## src/rtl/ps2_pkg.sv

```systemverilog
// Shared constants and FSM encoding for the PS/2 scan-code decoder.
package ps2_pkg;

  localparam logic [7:0] BREAK_CODE = 8'hF0;
  localparam logic [7:0] EXT_CODE   = 8'hE0;

  typedef enum logic [1:0] {
    S_IDLE   = 2'd0,
    S_POP    = 2'd1,
    S_DECODE = 2'd2,
    S_WAIT   = 2'd3
  } ps2_state_t;

  // Prefix bytes never name a key on their own.
  function automatic logic is_prefix(input logic [7:0] b);
    return (b == BREAK_CODE) || (b == EXT_CODE);
  endfunction

endpackage

```

## src/rtl/scancode_to_ascii.sv

```systemverilog
// Set-2 scan code to lowercase ASCII lookup; unmapped codes give 0x00.
module scancode_to_ascii (
  input  logic [7:0] i_code,
  output logic [7:0] o_ascii
);

  // Letter, digit, space and enter table
  always_comb begin
    o_ascii = 8'h00;
    case (i_code)
      8'h1C: o_ascii = 8'h61;  8'h32: o_ascii = 8'h62;
      8'h21: o_ascii = 8'h63;  8'h23: o_ascii = 8'h64;
      8'h24: o_ascii = 8'h65;  8'h2B: o_ascii = 8'h66;
      8'h34: o_ascii = 8'h67;  8'h33: o_ascii = 8'h68;
      8'h43: o_ascii = 8'h69;  8'h3B: o_ascii = 8'h6A;
      8'h42: o_ascii = 8'h6B;  8'h4B: o_ascii = 8'h6C;
      8'h3A: o_ascii = 8'h6D;  8'h31: o_ascii = 8'h6E;
      8'h44: o_ascii = 8'h6F;  8'h4D: o_ascii = 8'h70;
      8'h15: o_ascii = 8'h71;  8'h2D: o_ascii = 8'h72;
      8'h1B: o_ascii = 8'h73;  8'h2C: o_ascii = 8'h74;
      8'h3C: o_ascii = 8'h75;  8'h2A: o_ascii = 8'h76;
      8'h1D: o_ascii = 8'h77;  8'h22: o_ascii = 8'h78;
      8'h35: o_ascii = 8'h79;  8'h1A: o_ascii = 8'h7A;
      8'h45: o_ascii = 8'h30;  8'h16: o_ascii = 8'h31;
      8'h1E: o_ascii = 8'h32;  8'h26: o_ascii = 8'h33;
      8'h25: o_ascii = 8'h34;  8'h2E: o_ascii = 8'h35;
      8'h36: o_ascii = 8'h36;  8'h3D: o_ascii = 8'h37;
      8'h3E: o_ascii = 8'h38;  8'h46: o_ascii = 8'h39;
      8'h29: o_ascii = 8'h20;
      8'h5A: o_ascii = 8'h0D;
      default: o_ascii = 8'h00;
    endcase
  end

endmodule

```

## src/rtl/ps2_key_decoder.sv

```systemverilog
// Pops scan-code bytes from the PS/2 receiver FIFO, tracks F0/E0 prefixes,
// drops typematic repeats and presents the held key to the display logic.
module ps2_key_decoder
  import ps2_pkg::*;
#(
  parameter int CNT_W = 8
) (
  input  logic             clk,
  input  logic             rst_n,
  input  logic [7:0]       kbd_data,
  input  logic             kbd_ready,
  input  logic             kbd_overflow,
  output logic             nextdata_n,
  output logic [7:0]       key_code,
  output logic             key_ext,
  output logic [7:0]       key_ascii,
  output logic             key_down,
  output logic             new_key,
  output logic [CNT_W-1:0] press_cnt,
  output logic             err_sticky
);

  ps2_state_t       r_state, w_next_state;
  logic [7:0]       r_rx_byte;
  logic             r_break_pend, r_ext_pend;
  logic             r_nextdata_n;
  logic [7:0]       r_key_code, r_key_ascii;
  logic             r_key_ext, r_key_down, r_new_key, r_err_sticky;
  logic [CNT_W-1:0] r_press_cnt;

  logic             w_break_pend, w_ext_pend;
  logic [7:0]       w_key_code, w_key_ascii, w_rom_ascii;
  logic             w_key_ext, w_key_down, w_new_key, w_match;
  logic [CNT_W-1:0] w_press_cnt;

  scancode_to_ascii u_rom (
    .i_code  (r_rx_byte),
    .o_ascii (w_rom_ascii)
  );

  // State register
  always_ff @(posedge clk or negedge rst_n) begin
    if (!rst_n) begin
      r_state <= S_IDLE;
    end else begin
      r_state <= w_next_state;
    end
  end

  // Next-state logic: one byte per IDLE-POP-DECODE-WAIT pass
  always_comb begin
    w_next_state = r_state;
    case (r_state)
      S_IDLE: begin
        if (kbd_ready) begin
          w_next_state = S_POP;
        end else begin
          w_next_state = S_IDLE;
        end
      end
      S_POP:    w_next_state = S_DECODE;
      S_DECODE: w_next_state = S_WAIT;
      S_WAIT:   w_next_state = S_IDLE;
      default:  w_next_state = S_IDLE;
    endcase
  end

  assign w_match = r_key_down && (r_rx_byte == r_key_code) && (r_ext_pend == r_key_ext);

  // Decode rules, first match wins: E0, F0, break, repeat, fresh make
  always_comb begin
    w_break_pend = r_break_pend;
    w_ext_pend   = r_ext_pend;
    w_key_code   = r_key_code;
    w_key_ext    = r_key_ext;
    w_key_ascii  = r_key_ascii;
    w_key_down   = r_key_down;
    w_new_key    = 1'b0;
    w_press_cnt  = r_press_cnt;
    if (r_state == S_DECODE) begin
      if (r_rx_byte == EXT_CODE) begin
        w_ext_pend = 1'b1;
      end else if (r_rx_byte == BREAK_CODE) begin
        w_break_pend = 1'b1;
      end else if (r_break_pend) begin
        if (w_match) begin
          w_key_down = 1'b0;
        end else begin
          w_key_down = r_key_down;
        end
        w_break_pend = 1'b0;
        w_ext_pend   = 1'b0;
      end else if (w_match || is_prefix(r_rx_byte)) begin
        w_ext_pend = 1'b0;
      end else begin
        w_key_code  = r_rx_byte;
        w_key_ext   = r_ext_pend;
        w_key_ascii = r_ext_pend ? 8'h00 : w_rom_ascii;
        w_key_down  = 1'b1;
        w_new_key   = 1'b1;
        w_press_cnt = r_press_cnt + {{(CNT_W-1){1'b0}}, 1'b1};
        w_ext_pend  = 1'b0;
      end
    end else begin
      w_new_key = 1'b0;
    end
  end

  // Pop strobe, byte capture and decoded key registers
  always_ff @(posedge clk or negedge rst_n) begin
    if (!rst_n) begin
      r_nextdata_n <= 1'b1;
      r_rx_byte    <= 8'h00;
      r_break_pend <= 1'b0;
      r_ext_pend   <= 1'b0;
      r_key_code   <= 8'h00;
      r_key_ext    <= 1'b0;
      r_key_ascii  <= 8'h00;
      r_key_down   <= 1'b0;
      r_new_key    <= 1'b0;
      r_press_cnt  <= '0;
      r_err_sticky <= 1'b0;
    end else begin
      r_nextdata_n <= (w_next_state != S_POP);
      if (r_state == S_POP) begin
        r_rx_byte <= kbd_data;
      end
      r_break_pend <= w_break_pend;
      r_ext_pend   <= w_ext_pend;
      r_key_code   <= w_key_code;
      r_key_ext    <= w_key_ext;
      r_key_ascii  <= w_key_ascii;
      r_key_down   <= w_key_down;
      r_new_key    <= w_new_key;
      r_press_cnt  <= w_press_cnt;
      r_err_sticky <= r_err_sticky | kbd_overflow;
    end
  end

  assign nextdata_n = r_nextdata_n;
  assign key_code   = r_key_code;
  assign key_ext    = r_key_ext;
  assign key_ascii  = r_key_ascii;
  assign key_down   = r_key_down;
  assign new_key    = r_new_key;
  assign press_cnt  = r_press_cnt;
  assign err_sticky = r_err_sticky;

endmodule

```

## config.mk

```make
export PLATFORM = sky130hd
export DESIGN_NAME = ps2_key_decoder
export DESIGN_NICKNAME = d
export VERILOG_FILES = /design/src/rtl/ps2_pkg.sv /design/src/rtl/scancode_to_ascii.sv /design/src/rtl/ps2_key_decoder.sv
export SDC_FILE = /design/constraint.sdc
export NUM_CORES = 1
export LEC_CHECK = 0
export ABC_AREA = 1
export CAP_MARGIN = 20
export CELL_PAD_IN_SITES_DETAIL_PLACEMENT = 0
export CELL_PAD_IN_SITES_GLOBAL_PLACEMENT = 2
export CORE_UTILIZATION = 25
export CTS_CLUSTER_SIZE = 14
export DETAILED_ROUTE_END_ITERATION = 10
export GPL_TIMING_DRIVEN = 0
export HOLD_SLACK_MARGIN = 0.02
export PLACE_DENSITY_LB_ADDON = 0.1
export SLEW_MARGIN = 20
export SYNTH_ARGS = -nofsm -noshare
export SYNTH_HDL_FRONTEND = slang
export SYNTH_SLANG_ARGS = --single-unit
```

## constraint.sdc

```tcl
create_clock -name clk -period 2.4 [get_ports clk]
set_input_delay 0.48 -clock clk [delete_from_list [all_inputs] [get_ports clk]]
set_output_delay 0.48 -clock clk [all_outputs]
set_load 0.05 [all_outputs]
```

==> impl_metrics.json <==
{
  "cts_made_buffers": 5,
  "ys_top_cells_by_area": "dfrtp_1, nand2_1, o21ai_0",
  "syn_area_per_cell_um2": 6.949,
  "drive_gt1_share_pct": 12.87,
  "skew_ns": 0.008398,
  "nets": 465,
  "synth_ff_type": "dfrtp_1",
  "die_area_mm2": 0.01126,
  "slowest_delay_ns": 0.85,
  "die_y_um": 106.1,
  "worst_hold_slack_ns": 0.07815,
  "stdcell_area_mm2": 0.003460,
  "route.met3.wl_um": 357,
  "crit_path_end_kind": "output pin",
  "routed_wl_um": 8905,
  "netlist.area_leader.share_pct": 36.01,
  "path_clk_slew_ns": 0.09,
  "yosysUniqueCellTypes": 33,
  "max_freq_mhz": 476.4,
  "path_buf_inv": 1,
  "wl_per_cell_um": 15.38,
  "yosys_warnings": 0,
  "max-cap-violations": 0,
  "post-place-ws_ns": -0.06496,
  "status": "finished clean",
  "design.core.area_mm2": 0.01042,
  "synth-seq-cells": 40,
  "pin_count": 41,
  "clockRootBuffer": "clkbuf_8",
  "ant_nets": 0,
  "synth.largest_area_cell": "dfrtp_1",
  "required_ns": 1.92,
  "fillers": 1150,
  "critical_path.cell_chain": "clkdlybuf4s50_1",
  "vias": 2603,
  "cts.sinks": 40,
  "power.leakage_nw": 1.669,
  "postCtsHoldBufs": 0,
  "initial_utilization_pct": 26.02,
  "final_util_pct": 33.21,
  "wl_met2_um": 3945,
  "dp_hpwl_um": 6689,
  "drc_errors": 0,
  "gp_congestion": 0.8082,
  "power_per_cell_area_mw_per_mm2": 1569,
  "rsz0062_at_grt": "false",
  "grt_pass1_wl_um": 14620,
  "cp_max_fo": 6,
  "h-tree-depth": 2,
  "fin_crit_sh_pct": 87.47,
  "slew_viol_final": 0,
  "ir_worst_vdd_mv": 0.5380,
  "overflow": 0,
  "totalPowerFinal_mw": 5.428,
  "first_iter_violations": 140,
  "multi_input_area_mm2": 0.001443,
  "placed_area_mm2": 0.003286,
  "layout_setup_ws_ns": 0.3008,
  "drt-met1-wl_um": 4554,
  "slowest_stage": "clkdlybuf4s50_1",
  "first_pass_iters": 4,
  "grt_max_degree": 29,
  "first_global_vias": 2648,
  "worstSetupPathType": "flip-flop to output pin",
  "antenna_found_initial": 0,
  "max-slew-margin-rel_pct": 58.36,
  "cts_tree": "yes",
  "setup_tns_ns": 0,
  "diodes": 0,
  "clock_latency_ns": 0.29,
  "syn_to_final_growth_pct": 27.65,
  "cts_buffer_depth": 2,
  "synth_area_mm2": 0.002710,
  "setup_viol": 0,
  "numPlacedInstances": 566,
  "postSynthNetCount": 413,
  "crit_arrival_ns": 1.62,
  "start_kind": "flip-flop",
  "fin_crit_ns": 2.099,
  "hold_class": "input port to asynchronous set/reset pin",
  "finalHoldViolations": 0,
  "synthCells": 390,
  "async_flop_share_pct": 100.0,
  "final_cells": 579,
  "regArea_mm2": 0.001005,
  "synth_seq_area_share_pct": 36.98,
  "port_buffers": 39,
  "die-width_um": 106.1,
  "top_layer_used": "met4",
  "grtUsageTotal_pct": 17.09,
  "crit_family": "buffers and inverters",
  "synth_edf_count": 0,
  "tightestPinTransition_ns": 0.6246,
  "rows": 37,
  "viasPerCell": 4.496
}
[cells by family (layout without fill, tap and decap cells)]
family / Yosys count / in the layout / synth area share, %
AOI/OAI and AO/OA: 55 / 55 / 10.99
xor gates and xnor gates: 8 / 8 / 2.586
DFF: 40 / 40 / 36.98
adders and majority gates: 11 / 11 / 5.078
buffers and inverters: 55 / 108 / 9.787
other: 1 / 1 / 0.1384
and+or+nand+nor: 220 / 220 / 34.44
[layer usage]
| metal | global-route usage (%) | up-vias |
|---|---|---|
| met5 | 0 | - |
| li1 | - | 1328 |
| met2 | 26.48 | 57 |
| met3 | 2.452 | 7 |
| met1 | 25.15 | 1211 |
| met4 | 3.274 | 0 |
[flip-flops by register name (all words and copies together), names as in the netlist]
register and flops:
key_ext 1, new_key 1, r_rx_byte 8, err_sticky 1, press_cnt 8, r_state 2, key_ascii 7, r_break_pend 1
key_code 8, key_down 1, nextdata_n 1, r_ext_pend 1
[where the power goes]
group          internal [mW]  leakage, nW  switching [mW]
clock                  0.367       0.0645           0.249
combinational           1.20         1.10            2.39
sequential             0.943        0.501           0.276
[worst paths after layout]
check / from / to / slack [ns] / cells after the start
worst max-delay path: press_cnt[2] / press_cnt[2] / 0.30 / 1
worst min-delay path: rst_n / r_ext_pend / 0.08 / 1
worst max register to register: r_rx_byte[0] / key_ascii[2] / 0.31 / 12
worst min register to register: err_sticky / err_sticky / 0.48 / 1
max in group asynchronous: rst_n / nextdata_n / 1.77 / 2
min in group clk: err_sticky / err_sticky / 0.48 / 1
[cell usage in the layout (no fill, tap or decap)]
cell,instances
a21oi_1,12
o21ai_1,1
nor2_2,3
o21ai_0,34
inv_1,32
a31oi_1,2
or2_2,4
o21ai_2,5
xnor2_1,3
nor2_4,1
inv_6,1
nor2_1,20
nand3_2,3
clkinvlp_4,2
inv_2,2
conb_1,1
inv_4,1
clkbuf_1,2
clkinv_1,1
dfrtp_1,37
o22ai_1,1
nand2_1,155
xor2_1,5
nand4_1,3
buf_6,3
clkbuf_2,1
nand3_4,1
bufinv_16,1
nand2_2,2
buf_2,5
clkdlybuf4s50_1,38
clkbuf_8,7
buf_4,11
ha_1,11
dfstp_2,1
nand3b_1,1
nand3_1,27
buf_12,1
dfrtp_2,2
[repair_timing]
item | CTS | global route
gates resized for setup | 1 | 3
endpoints found under the setup margin | 24 | 24
setup buffers | 3 | 2
[cell usage after synthesis (3+ instances only)]
master   instances
buf_4            6
buf_6            3
nand4_1          3
inv_1           34
buf_2            4
nand3_1         27
dfrtp_1         39
nand2_1        155
or2_2            4
a21oi_1         12
xnor2_1          3
ha_1            11
o21ai_0         34
nor2_2           3
xor2_1           5
nand3_2          3
nor2_1          20
o21ai_2          5
[final cells by class]
class / instances / area share [%]
repair buffers: 45 / 12.80
flip-flops and latches: 40 / 29.04
inverters: 39 / 4.665
multi-input cells: 295 / 41.70
clock buffers: 7 / 2.785
well taps: 136 / 4.919
plain buffers: 16 / 3.219
clock inverters: 1 / 0.8680
No activity file was read; power rests on OpenSTA's default activity.
